[config.mk]
export PLATFORM = sky130hd
export DESIGN_NAME = byte_joiner
export DESIGN_NICKNAME = d
export VERILOG_FILES = /design/src/rtl/byte_joiner.sv
export SDC_FILE = /design/constraint.sdc
export NUM_CORES = 1
export LEC_CHECK = 0
export BUFFER_PORTS_ARGS = -buffer_cell sky130_fd_sc_hd__clkbuf_2
export CORE_UTILIZATION = 55
export DETAILED_ROUTE_END_ITERATION = 7
export PLACE_DENSITY = 0.8
export SYNTH_ARGS = -nofsm -noshare
export SYNTH_HDL_FRONTEND = slang
export SYNTH_SLANG_ARGS = --single-unit
export TNS_END_PERCENT = 1
[constraint.sdc]
create_clock -name clk -period 5.1 [get_ports clk]
set_input_delay 1.02 -clock clk [delete_from_list [all_inputs] [get_ports clk]]
set_output_delay 1.02 -clock clk [all_outputs]
set_load 0.01 [all_outputs]
[src/rtl/byte_joiner.sv]
`default_nettype none
// ============================================================================
//  Module      : byte_joiner
//  Description : Packs a byte stream into 32-bit words, first byte in [31:24].
//                A level flush request emits a partial word, zero-padded in
//                the low bytes, with out_cnt giving the number of valid bytes.
//  Revision    : 1.0 - initial release
// ============================================================================
module byte_joiner (
    input  logic        clk,
    input  logic        reset,
    input  logic        in_valid,
    input  logic [7:0]  in_byte,
    output logic        in_ready,
    input  logic        in_flush,
    output logic        out_valid,
    input  logic        out_ready,
    output logic [31:0] out_word,
    output logic [2:0]  out_cnt
);

    localparam logic [1:0] LAST_SLOT = 2'd3;

    logic [31:0] acc_q,      acc_d;
    logic [1:0]  cnt_q,      cnt_d;
    logic        out_valid_q, out_valid_d;
    logic [31:0] out_word_q, out_word_d;
    logic [2:0]  out_cnt_q,  out_cnt_d;

    logic        slot_free;
    logic        accept;
    logic [2:0]  eff_cnt;
    logic [31:0] acc_ins;
    logic        word_full;
    logic        flush_ok;

    // Handshake decode: the last free byte slot may only fill when the
    // finished word has somewhere to go in the same cycle.
    always_comb begin
        slot_free = !out_valid_q || out_ready;
        in_ready  = (cnt_q != LAST_SLOT) || slot_free;
        accept    = in_valid && in_ready;
        eff_cnt   = {1'b0, cnt_q} + {2'b00, accept};
        word_full = accept && (cnt_q == LAST_SLOT);
        // A full word already satisfies a coincident flush.
        flush_ok  = in_flush && slot_free && (eff_cnt != 3'd0) && !word_full;
    end

    // Accumulator image including the byte accepted this cycle, if any.
    always_comb begin
        acc_ins = acc_q;
        if (accept) begin
            case (cnt_q)
                2'd0:    acc_ins[31:24] = in_byte;
                2'd1:    acc_ins[23:16] = in_byte;
                2'd2:    acc_ins[15:8]  = in_byte;
                default: acc_ins[7:0]   = in_byte;
            endcase
        end
    end

    // Next-state: either hand the accumulated bytes to the output slot and
    // restart empty, or keep collecting while the slot drains independently.
    always_comb begin
        acc_d       = acc_q;
        cnt_d       = cnt_q;
        out_valid_d = out_valid_q && !out_ready;
        out_word_d  = out_word_q;
        out_cnt_d   = out_cnt_q;
        if (word_full || flush_ok) begin
            out_word_d  = acc_ins;
            out_cnt_d   = eff_cnt;
            out_valid_d = 1'b1;
            acc_d       = 32'h0;
            cnt_d       = 2'd0;
        end else if (accept) begin
            acc_d = acc_ins;
            cnt_d = cnt_q + 2'd1;
        end
    end

    // State registers with synchronous active-low reset.
    always_ff @(posedge clk) begin
        if (!reset) begin
            acc_q       <= 32'h0;
            cnt_q       <= 2'd0;
            out_valid_q <= 1'b0;
            out_word_q  <= 32'h0;
            out_cnt_q   <= 3'd0;
        end else begin
            acc_q       <= acc_d;
            cnt_q       <= cnt_d;
            out_valid_q <= out_valid_d;
            out_word_q  <= out_word_d;
            out_cnt_q   <= out_cnt_d;
        end
    end

    assign out_valid = out_valid_q;
    assign out_word  = out_word_q;
    assign out_cnt   = out_cnt_q;

endmodule
`default_nettype wire

==> results of run 1 <==
[final timing paths]
path / start / endpoint / slack (ps) / depth (start not counted)
max: out_ready / out_cnt[2]$_SDFFE_PN0P_ / 1730 / 10
min: out_word[19]$_SDFFE_PN0P_ / out_word[19]$_SDFFE_PN0P_ / 470 / 1
max reg2reg: cnt_q[1]$_SDFFE_PP0N_ / out_cnt[2]$_SDFFE_PN0P_ / 1960 / 10
min reg2reg: out_word[19]$_SDFFE_PN0P_ / out_word[19]$_SDFFE_PN0P_ / 470 / 1
[synthesized netlist by cell type, drive strengths merged, types with 2 or more instances]
| cell type | count | share of area [%] |
|---|---|---|
| inv | 3 | 0.44 |
| buf | 11 | 5.2 |
| o2bb2ai | 32 | 11 |
| a22o | 3 | 1.1 |
| nand2 | 4 | 0.59 |
| dfxtp | 70 | 55 |
| and3 | 5 | 1.2 |
| ha | 7 | 3.4 |
| mux2i | 32 | 13 |
| clkbuf | 3 | 0.44 |
| nor2 | 33 | 4.9 |
| nand3 | 2 | 0.39 |
[state kept, by name, indices dropped and copies added (netlist names)]
register,count
acc_q,32
out_word,32
out_cnt,3
cnt_q,2
out_valid,1
[critical path: stages]
cell and delay, ps:
sky130_fd_sc_hd__clkbuf_2 90, sky130_fd_sc_hd__nand3b_2 260, sky130_fd_sc_hd__nand2_1 160, sky130_fd_sc_hd__inv_1 60, sky130_fd_sc_hd__ha_1 180, sky130_fd_sc_hd__ha_1 300, sky130_fd_sc_hd__o31ai_2 210, sky130_fd_sc_hd__nand2b_2 170
sky130_fd_sc_hd__o211a_1 930, sky130_fd_sc_hd__a22o_2 270
[final cells by class]
class | count | area share (%)
clock buffer | 13 | 5.794
clock inverter | 3 | 0.6009
inverter | 3 | 0.3863
multi-input combinational | 128 | 33.99
sequential | 70 | 48.07
tap | 52 | 2.232
timing repair buffer | 51 | 8.927
[kinds of logic after synthesis]
kind of cell	share of synthesized area [%]
muxes	12.58
buffers and inverters	6.044
AOI/OAI and AO/OA	13.96
adders and majority gates	3.440
DFF	55.04
xor gates and xnor gates	0.3440
and+or+nand+nor	8.600
[metal layers]
metal  global-route usage, %  vias up
met2                   30.98       46
met5                       0        -
met3                   4.473       10
li1                        -      856
met1                   29.10      787
met4                   12.67        0
[power breakdown]
group / internal [mW] / total [mW] / switching [mW]
clock network: 0.215 / 0.408 / 0.193
registers: 0.565 / 0.574 / 0.00930
logic: 0.0384 / 0.105 / 0.0666
[metrics by stage]
step	hold slack (ps)	instance area [um^2]	worst slack, ps	std cells
2_1_floorplan	455.8	2546	2251	215
3_3_place_gp	449.2	2729	1515	304
3_5_place_dp	449.1	2729	1358	304
4_1_cts	471.5	2915	1712	320
5_1_grt	482.5	2915	1530	320
6_report	466.8	2915	1732	320
[placed cells by master (no fill, tap or decap)]
cell	count
sky130_fd_sc_hd__nand3b_2	1
sky130_fd_sc_hd__o211a_1	1
sky130_fd_sc_hd__o211ai_2	1
sky130_fd_sc_hd__clkbuf_8	12
sky130_fd_sc_hd__o31ai_2	1
sky130_fd_sc_hd__nand3_1	2
sky130_fd_sc_hd__o21a_1	1
sky130_fd_sc_hd__dfxtp_1	70
sky130_fd_sc_hd__buf_4	2
sky130_fd_sc_hd__mux2i_1	32
sky130_fd_sc_hd__nand2b_2	1
sky130_fd_sc_hd__a21oi_1	1
sky130_fd_sc_hd__clkbuf_2	49
sky130_fd_sc_hd__inv_1	3
sky130_fd_sc_hd__clkinv_2	2
sky130_fd_sc_hd__a22o_2	1
sky130_fd_sc_hd__or2b_4	1
sky130_fd_sc_hd__nor2_1	33
sky130_fd_sc_hd__nand2_1	4
sky130_fd_sc_hd__clkbuf_1	1
sky130_fd_sc_hd__clkinvlp_4	1
sky130_fd_sc_hd__ha_1	7
sky130_fd_sc_hd__a22o_1	2
sky130_fd_sc_hd__o2bb2ai_1	32
sky130_fd_sc_hd__and2b_1	1
sky130_fd_sc_hd__xnor2_1	1
sky130_fd_sc_hd__and3_1	5
==> flow_summary_export.csv, run 1 <==
group,metric,value,unit
power_and_ir_drop,standby_leakage_power,1.205,nW
sta,final.period_utilization,66.03,%
global_route,first_global_vias,1646,
sta,timing.final.max_slew_violations,0,
synth,synth.avg_cell_area,11.84,um^2
detailed_routing,drt-total-wl,4824,um
synth,synth_async_sr_flop_share,0,%
power_and_ir_drop,vdd.ir_drop.worst,0.2527,mV
detailed_routing,drt-pass1-iter-count,4,
synth,yosysSeqAreaShare,55.04,%
sta,fin_setup_tns,0,ps
sta,setup_repair_after_global_routing_missed_its_margin,"no",
clock_tree,clk_pin_slew_worst_paths,70,ps
synth,synth.lib_cells_used.distinct,25,
synth,count_of_state_elements_after_synthesis,70,
critical_path,critical_path_arrival,3650,ps
sta,transition_time_of_the_tightest_slew_check_pin,1159,ps
floorplanning,num_rows,24,
floorplanning,die_h,70.04,um
global_route,first_pass_grt_wire_length,7962,um
clock_tree,clockBufferDepth,2,
power_and_ir_drop,power_per_cell_area,373.0,nW/um^2
clock_tree,cts_inserted_buffers,9,
clock_tree,clock_root_buffer,"sky130_fd_sc_hd__clkbuf_8",
floorplanning,die_area,4906,um^2
clock_tree,latest_clock_arrival_within_the_worst_skew_pair,340,ps
clock_tree,clock-sinks,70,
detailed_routing,route.vias.total,1699,
synth,synth-warning-count,0,
final_layout,seq_area,1401,um^2
critical_path,setup.worst_path.class,"input port to flip-flop",
final_layout,antenna-diode-count,0,
final_layout,multi_input_area,991.0,um^2
detailed_routing,postRouteAntennaNets,0,
clock_tree,cts-resized-gates,0,
detailed_routing,detail_route.vias_per_cell,5.309,
synth,syn_nets,235,
hold_path,hold_path.class,"flip-flop to flip-flop",
global_route,grt_start_max_net_pins,36,
final_layout,fillers,336,
synth,number_of_enable_type_register_cells_in_the_synthesized_netlist,0,
detailed_routing,drt_first_iter_violations,73,
floorplanning,horizontal_die_dimension,70.04,um
critical_path,cp-end-kind,"flip-flop",
global_route,grt.total_usage,21.31,%
detailed_routing,top_layer_used,"met4",
clock_tree,cts_hold_buffers,0,
floorplanning,boundaryPins,50,
final_layout,fin_nets,283,
final_layout,area.growth.synth_to_final,14.50,%
clock_tree,cts_post_setup_buffers_inserted,0,
critical_path,startpoint_type,"input port",
detailed_routing,routed_wire_length_per_instance,15.08,um
global_route,antenna_found_initial,0,
synth,ys.flop_type,"sky130_fd_sc_hd__dfxtp_1",
critical_path,crit_required,5380,ps
sta,fmaxAchievable,296.9,MHz
sta,final_count_of_hold_timing_violations,0,
detailed_routing,detail_route.wirelength.met1,2324,um
global_route,grt_remaining_overflow,0,
sta,finalWorstPathRequiredPeriod,3368,ps
synth,netlist_area,2546,um^2
sta,worst_clock_skew,5.495,ps
detailed_routing,dr_wl_met2,2160,um
outcome,run_status,"finished, final reports clean",
placed_design,port_buffers,49,
critical_path,critical_path.max_fanout,35,
detailed_routing,post-route-drc-count,0,
power_and_ir_drop,p_total,1.087,mW
detailed_routing,detailed_route_wirelength_on_metal3,243,um
clock_tree,ctsHtreeMaxLevel,3,
placed_design,gp_congestion,0.7300,
clock_tree,tritoncts,"built",
floorplanning,starting_density,57.68,%
floorplanning,design.core.area,4414,um^2
synth,post_syn_instances,215,
final_layout,post-route-util,66.04,%
final_layout,share_of_layout_cells_above_drive_strength_1,26.87,%
sta,final-setup-viol-count,0,
sta,timing.max_slew.rel_slack,22.76,%
job,maxCapViolations,0,
placed_design,dpl.hpwl,3146,um
No activity file was read; power rests on OpenSTA's default activity.
==> run 2, diff against run 1 <==
CORE_UTILIZATION = 48   (was 55)
PLACE_DENSITY = 0.74   (was 0.8)
clock period = 2.9 ns   (was 5.1 ns; I/O delays follow)
==> flow_summary_export.csv, run 2 (synthesis gave the netlist of run 1 again) <==
group,metric,value,unit
job,maxCapViolations,0,
hold_path,hold_path.class,"flip-flop to flip-flop",
global_route,antenna_found_initial,0,
detailed_routing,route.vias.total,1756,
detailed_routing,drt-pass1-iter-count,4,
detailed_routing,post-route-drc-count,0,
clock_tree,clock_root_buffer,"sky130_fd_sc_hd__clkbuf_8",
detailed_routing,drt_first_iter_violations,128,
clock_tree,cts-resized-gates,0,
final_layout,layout_commonest_cell,"sky130_fd_sc_hd__dfxtp_1",
sta,timing.final.max_slew_violations,0,
critical_path,path_cells,"ha_1, nand3b_2, nand2_1, inv_1, ha_1, ha_1, o31ai_2, nand2b_2, o211ai_2, buf_4, nor2_1",
detailed_routing,drt-total-wl,4955,um
floorplanning,num_rows,26,
critical_path,critical_path.max_fanout,15,
clock_tree,cts_hold_buffers,0,
critical_path,cp_top_family,"adder cells",
critical_path,critical_path_arrival,2880,ps
sta,final_count_of_hold_timing_violations,0,
placed_design,dpl.hpwl,3326,um
clock_tree,clockBufferDepth,2,
hold_path,holdPathEnd,"out_word[6]$_SDFFE_PN0P_",
critical_path,cp-end-kind,"flip-flop",
floorplanning,horizontal_die_dimension,74.83,um
sta,worst_clock_skew,7.221,ps
detailed_routing,detail_route.vias_per_cell,5.165,
floorplanning,die_area,5600,um^2
placed_design,dp_slack,189.4,ps
sta,transition_time_of_the_tightest_slew_check_pin,538.4,ps
sta,fmaxAchievable,384.5,MHz
critical_path,worst-r2r-setup-slack,300,ps
clock_tree,clk_pin_slew_worst_paths,70,ps
final_layout,fin_nets,285,
clock_tree,latest_clock_arrival_within_the_worst_skew_pair,350,ps
detailed_routing,postRouteAntennaNets,0,
outcome,run_status,"finished, final reports clean",
power_and_ir_drop,standby_leakage_power,1.233,nW
floorplanning,design.core.area,5107,um^2
clock_tree,cts_post_setup_buffers_inserted,0,
sta,setup_repair_after_global_routing_missed_its_margin,"no",
critical_path,combined_buffer_and_inverter_count_along_the_critical_path,2,
global_route,first_global_vias,1605,
sta,layout_setup_ws,299.3,ps
critical_path,crit-reg2reg-capture,"acc_q[26]$_SDFFE_PP0N_",
sta,finalWorstPathRequiredPeriod,2601,ps
clock_tree,clock-sinks,70,
sta,timing.max_slew.rel_slack,64.11,%
critical_path,timing.critical_path.slowest_cell_delay,450,ps
floorplanning,boundaryPins,50,
clock_tree,ctsHtreeMaxLevel,3,
power_and_ir_drop,p_total,2.016,mW
sta,fin_setup_tns,0,ps
clock_tree,cts_inserted_buffers,9,
power_and_ir_drop,vdd.ir_drop.worst,0.6581,mV
hold_path,timing.hold.worst.start,"out_word[6]$_SDFFE_PN0P_",
placed_design,port_buffers,49,
critical_path,worstReg2RegStart,"cnt_q[1]$_SDFFE_PP0N_",
critical_path,startpoint_type,"flip-flop",
final_layout,fillers,434,
power_and_ir_drop,power_per_cell_area,672.5,nW/um^2
critical_path,cpMaxStageDelayCell,"sky130_fd_sc_hd__dfxtp_1",
sta,final-setup-viol-count,0,
detailed_routing,routed_wire_length_per_instance,14.57,um
global_route,grt_remaining_overflow,0,
floorplanning,starting_density,49.85,%
floorplanning,die_h,74.83,um
critical_path,critical-path-top-cell-by-count,"sky130_fd_sc_hd__ha_1",
critical_path,setup.worst_path.class,"flip-flop to flip-flop",
final_layout,area.growth.synth_to_final,17.74,%
sta,final.period_utilization,89.68,%
clock_tree,tritoncts,"built",
critical_path,r2r_cells,11,
critical_path,crit_required,3180,ps
global_route,grt_start_max_net_pins,36,
global_route,first_pass_grt_wire_length,7762,um
final_layout,most-common-layout-cells,"70 x sky130_fd_sc_hd__dfxtp_1, 49 x sky130_fd_sc_hd__clkbuf_2, 33 x sky130_fd_sc_hd__nor2_1",
global_route,grt.total_usage,19.50,%
placed_design,gp_congestion,0.7458,
hold_path,holdPathStages,1,
final_layout,antenna-diode-count,0,
final_layout,share_of_layout_cells_above_drive_strength_1,27.78,%
==> run 2: cell count changes in the layout (fill, tap and decap cells not counted), sizes merged <==
cell and change:
clkbuf -3, buf +2, inv +2, bufinv +1
==> run 2: layout make-up <==
cell class | instances | area, um^2 | share of cell area, %
sequential | 70 | 1401 | 46.74
multi-input combinational | 128 | 991.0 | 33.06
timing repair buffer | 53 | 300.3 | 10.02
clock buffer | 10 | 137.6 | 4.591
tap | 70 | 87.58 | 2.922
clock inverter | 6 | 68.82 | 2.295
inverter | 3 | 11.26 | 0.3756
==> run 2: worst max-delay path by stage <==
stage                          start                       end  cells after the start
2_1_floorplan              out_ready  out_word[0]$_SDFFE_PN0P_                     11
3_3_place_gp               out_ready     acc_q[7]$_SDFFE_PP0N_                     11
3_5_place_dp               out_ready    acc_q[29]$_SDFFE_PP0N_                     11
4_1_cts        cnt_q[1]$_SDFFE_PP0N_    acc_q[26]$_SDFFE_PP0N_                     11
5_1_grt        cnt_q[1]$_SDFFE_PP0N_    acc_q[26]$_SDFFE_PP0N_                     11
6_report       cnt_q[1]$_SDFFE_PP0N_    acc_q[26]$_SDFFE_PP0N_                     11
==> run 2: worst register-to-register path, delay by kind of cell, from the launching register on <==
family                   cells  cell delay [ps]
buffers and inverters        2              330
adder cells (fa/ha/maj)      3              710
AO/OA/AOI/OAI                2              440
flip-flops                   1              450
AND/OR/NAND/NOR              4              610
==> run 2: per-stage QoR <==
| stage | hold WS, ps | utilization (%) | instance area (um^2) | cells |
|---|---|---|---|---|
| after global placement | 446.7 | 54.65 | 2791 | 324 |
| after CTS | 470.4 | 58.70 | 2998 | 340 |
| after detailed placement | 447.3 | 54.65 | 2791 | 324 |
| after floorplan | 455.8 | - | 2546 | 215 |
| after global routing | 478.8 | 58.70 | 2998 | 340 |
| final | 464.3 | 58.70 | 2998 | 340 |
==> run 2: routing by layer <==
layer	wire, um	share of wire (%)	track usage, %	vias to the layer above
met4	92	1.9	8.805	0
met5	0	0	0	-
met3	219	4.4	7.229	7
met1	2330	47	24.87	843
met2	2313	47	29.53	37
li1	-	-	-	869
==> run 2: where the power goes <==
part | total, mW | switching [mW] | internal (mW)
registers | 1.01 | 0.0164 | 0.993
logic | 0.199 | 0.120 | 0.0786
clock network | 0.808 | 0.382 | 0.426
==> run 3, diff against run 2 <==
CELL_PAD_IN_SITES_DETAIL_PLACEMENT = 2   (was unset)
CELL_PAD_IN_SITES_GLOBAL_PLACEMENT = 2   (was unset)
CORE_UTILIZATION = 32   (was 48)
PLACE_DENSITY = unset   (was 0.74)
PLACE_DENSITY_LB_ADDON = 0.1   (was unset)
==> flow_summary_export.csv, run 3 (synthesis gave the netlist of run 1 again) <==
group,metric,value,unit
job,maxCapViolations,0,
clock_tree,latest_clock_arrival_within_the_worst_skew_pair,330,ps
critical_path,path_cells,"ha_1, nand3b_2, nand2_1, inv_1, ha_1, ha_1, o31ai_2, nand2b_2, o211a_1, buf_12, o2bb2ai_1",
global_route,grt_remaining_overflow,0,
sta,timing.final.max_slew_violations,0,
placed_design,dp_slack,220.5,ps
global_route,antenna_found_initial,0,
detailed_routing,detail_route.wirelength.met1,2844,um
placed_design,gp_congestion,0.7012,
sta,transition_time_of_the_tightest_slew_check_pin,586.3,ps
final_layout,fin_nets,284,
critical_path,cp-end-kind,"flip-flop",
detailed_routing,drt_first_iter_violations,61,
critical_path,critical-path-top-cell-by-count,"sky130_fd_sc_hd__ha_1",
clock_tree,clock-sinks,70,
hold_path,hold_path.class,"flip-flop to flip-flop",
floorplanning,design.core.area,7727,um^2
clock_tree,cts_hold_buffers,0,
critical_path,cpMaxStageDelayCell,"sky130_fd_sc_hd__dfxtp_1",
final_layout,post-route-cell-area,3002,um^2
sta,worst_clock_skew,6.858,ps
detailed_routing,drt-pass1-iter-count,6,
global_route,first_pass_grt_wire_length,9639,um
floorplanning,horizontal_die_dimension,91.20,um
critical_path,crit_required,3150,ps
floorplanning,die_h,91.20,um
final_layout,layout_commonest_cell,"sky130_fd_sc_hd__dfxtp_1",
power_and_ir_drop,power_per_cell_area,629.9,nW/um^2
sta,final_count_of_hold_timing_violations,0,
detailed_routing,routed_wire_length_per_instance,16.34,um
floorplanning,die_area,8317,um^2
detailed_routing,post-route-drc-count,0,
detailed_routing,route.vias.total,1780,
clock_tree,tritoncts,"built",
detailed_routing,detailed_route_wirelength_on_metal3,239,um
placed_design,dpl.hpwl,3949,um
clock_tree,cts_inserted_buffers,9,
sta,fin_setup_tns,0,ps
final_layout,layoutNonFillerInstCount,370,
critical_path,timing.critical_path.slowest_cell_delay,450,ps
global_route,first_global_vias,1798,
sta,layout_setup_ws,377.2,ps
clock_tree,cts-resized-gates,0,
clock_tree,clockBufferDepth,2,
floorplanning,num_rows,32,
detailed_routing,top_layer_used,"met4",
clock_tree,ctsHtreeMaxLevel,3,
critical_path,setup.worst_path.class,"flip-flop to flip-flop",
floorplanning,starting_density,32.95,%
sta,final.period_utilization,86.99,%
global_route,grt.total_usage,15.58,%
critical_path,critical_path_arrival,2780,ps
sta,final-setup-viol-count,0,
sta,fmaxAchievable,396.4,MHz
sta,timing.hold.ws,464.0,ps
power_and_ir_drop,standby_leakage_power,1.219,nW
sta,setup_repair_after_global_routing_missed_its_margin,"no",
outcome,run_status,"finished, final reports clean",
final_layout,antenna-diode-count,0,
critical_path,startpoint_type,"flip-flop",
final_layout,post-route-util,38.84,%
placed_design,placed_cells_incl_taps,355,
clock_tree,cts_post_setup_buffers_inserted,0,
final_layout,most-common-layout-cells,"70 x sky130_fd_sc_hd__dfxtp_1, 49 x sky130_fd_sc_hd__clkbuf_2, 33 x sky130_fd_sc_hd__nor2_1",
clock_tree,clock_root_buffer,"sky130_fd_sc_hd__clkbuf_8",
detailed_routing,dr_wl_met2,2828,um
floorplanning,boundaryPins,50,
power_and_ir_drop,p_total,1.891,mW
detailed_routing,detail_route.vias_per_cell,4.811,
sta,timing.max_slew.rel_slack,60.92,%
detailed_routing,drt-total-wl,6047,um
clock_tree,clk_pin_slew_worst_paths,70,ps
power_and_ir_drop,vdd.ir_drop.worst,0.3176,mV
sta,finalWorstPathRequiredPeriod,2523,ps
final_layout,area.growth.synth_to_final,17.89,%
critical_path,critical_path.max_fanout,35,
placed_design,port_buffers,49,
placed_design,place_area,2836,um^2
final_layout,share_of_layout_cells_above_drive_strength_1,26.87,%
detailed_routing,postRouteAntennaNets,0,
global_route,grt_start_max_net_pins,36,
## run 3: layer usage
metal / vias up / global-route usage, %
met5: - / 0
met4: 0 / 6.746
met3: 10 / 4.774
met2: 39 / 25.25
met1: 873 / 19.05
li1: 858 / -
## run 3: final timing paths
kind / startpoint / to / slack (ps) / cells past startpoint
min: out_word[6]$_SDFFE_PN0P_ / out_word[6]$_SDFFE_PN0P_ / 460 / 1
max: cnt_q[1]$_SDFFE_PP0N_ / out_word[5]$_SDFFE_PN0P_ / 380 / 11
min reg2reg: out_word[6]$_SDFFE_PN0P_ / out_word[6]$_SDFFE_PN0P_ / 460 / 1
max reg2reg: cnt_q[1]$_SDFFE_PP0N_ / out_word[5]$_SDFFE_PN0P_ / 380 / 11
## run 3: worst max-delay path, delay by kind of cell, from the launching register on
kind            cells  cell delay [ps]
fa+ha+maj           3              700
compound gates      3              540
simple gates        3              470
flops               1              450
buf+inv             2              270
## run 3: cell type report
cell class,count,area [um^2]
tap,102,127.6
multi-input combinational,128,991.0
clock buffer,11,141.4
clock inverter,4,23.77
inverter,3,11.26
sequential,70,1401
timing repair buffer,52,305.3
fill,846,4726
## run 3: report_power, final
group	switching, mW	total (mW)	internal, mW
Sequential	0.0170	1.01	0.993
Clock	0.345	0.671	0.326
Combinational	0.129	0.210	0.0804
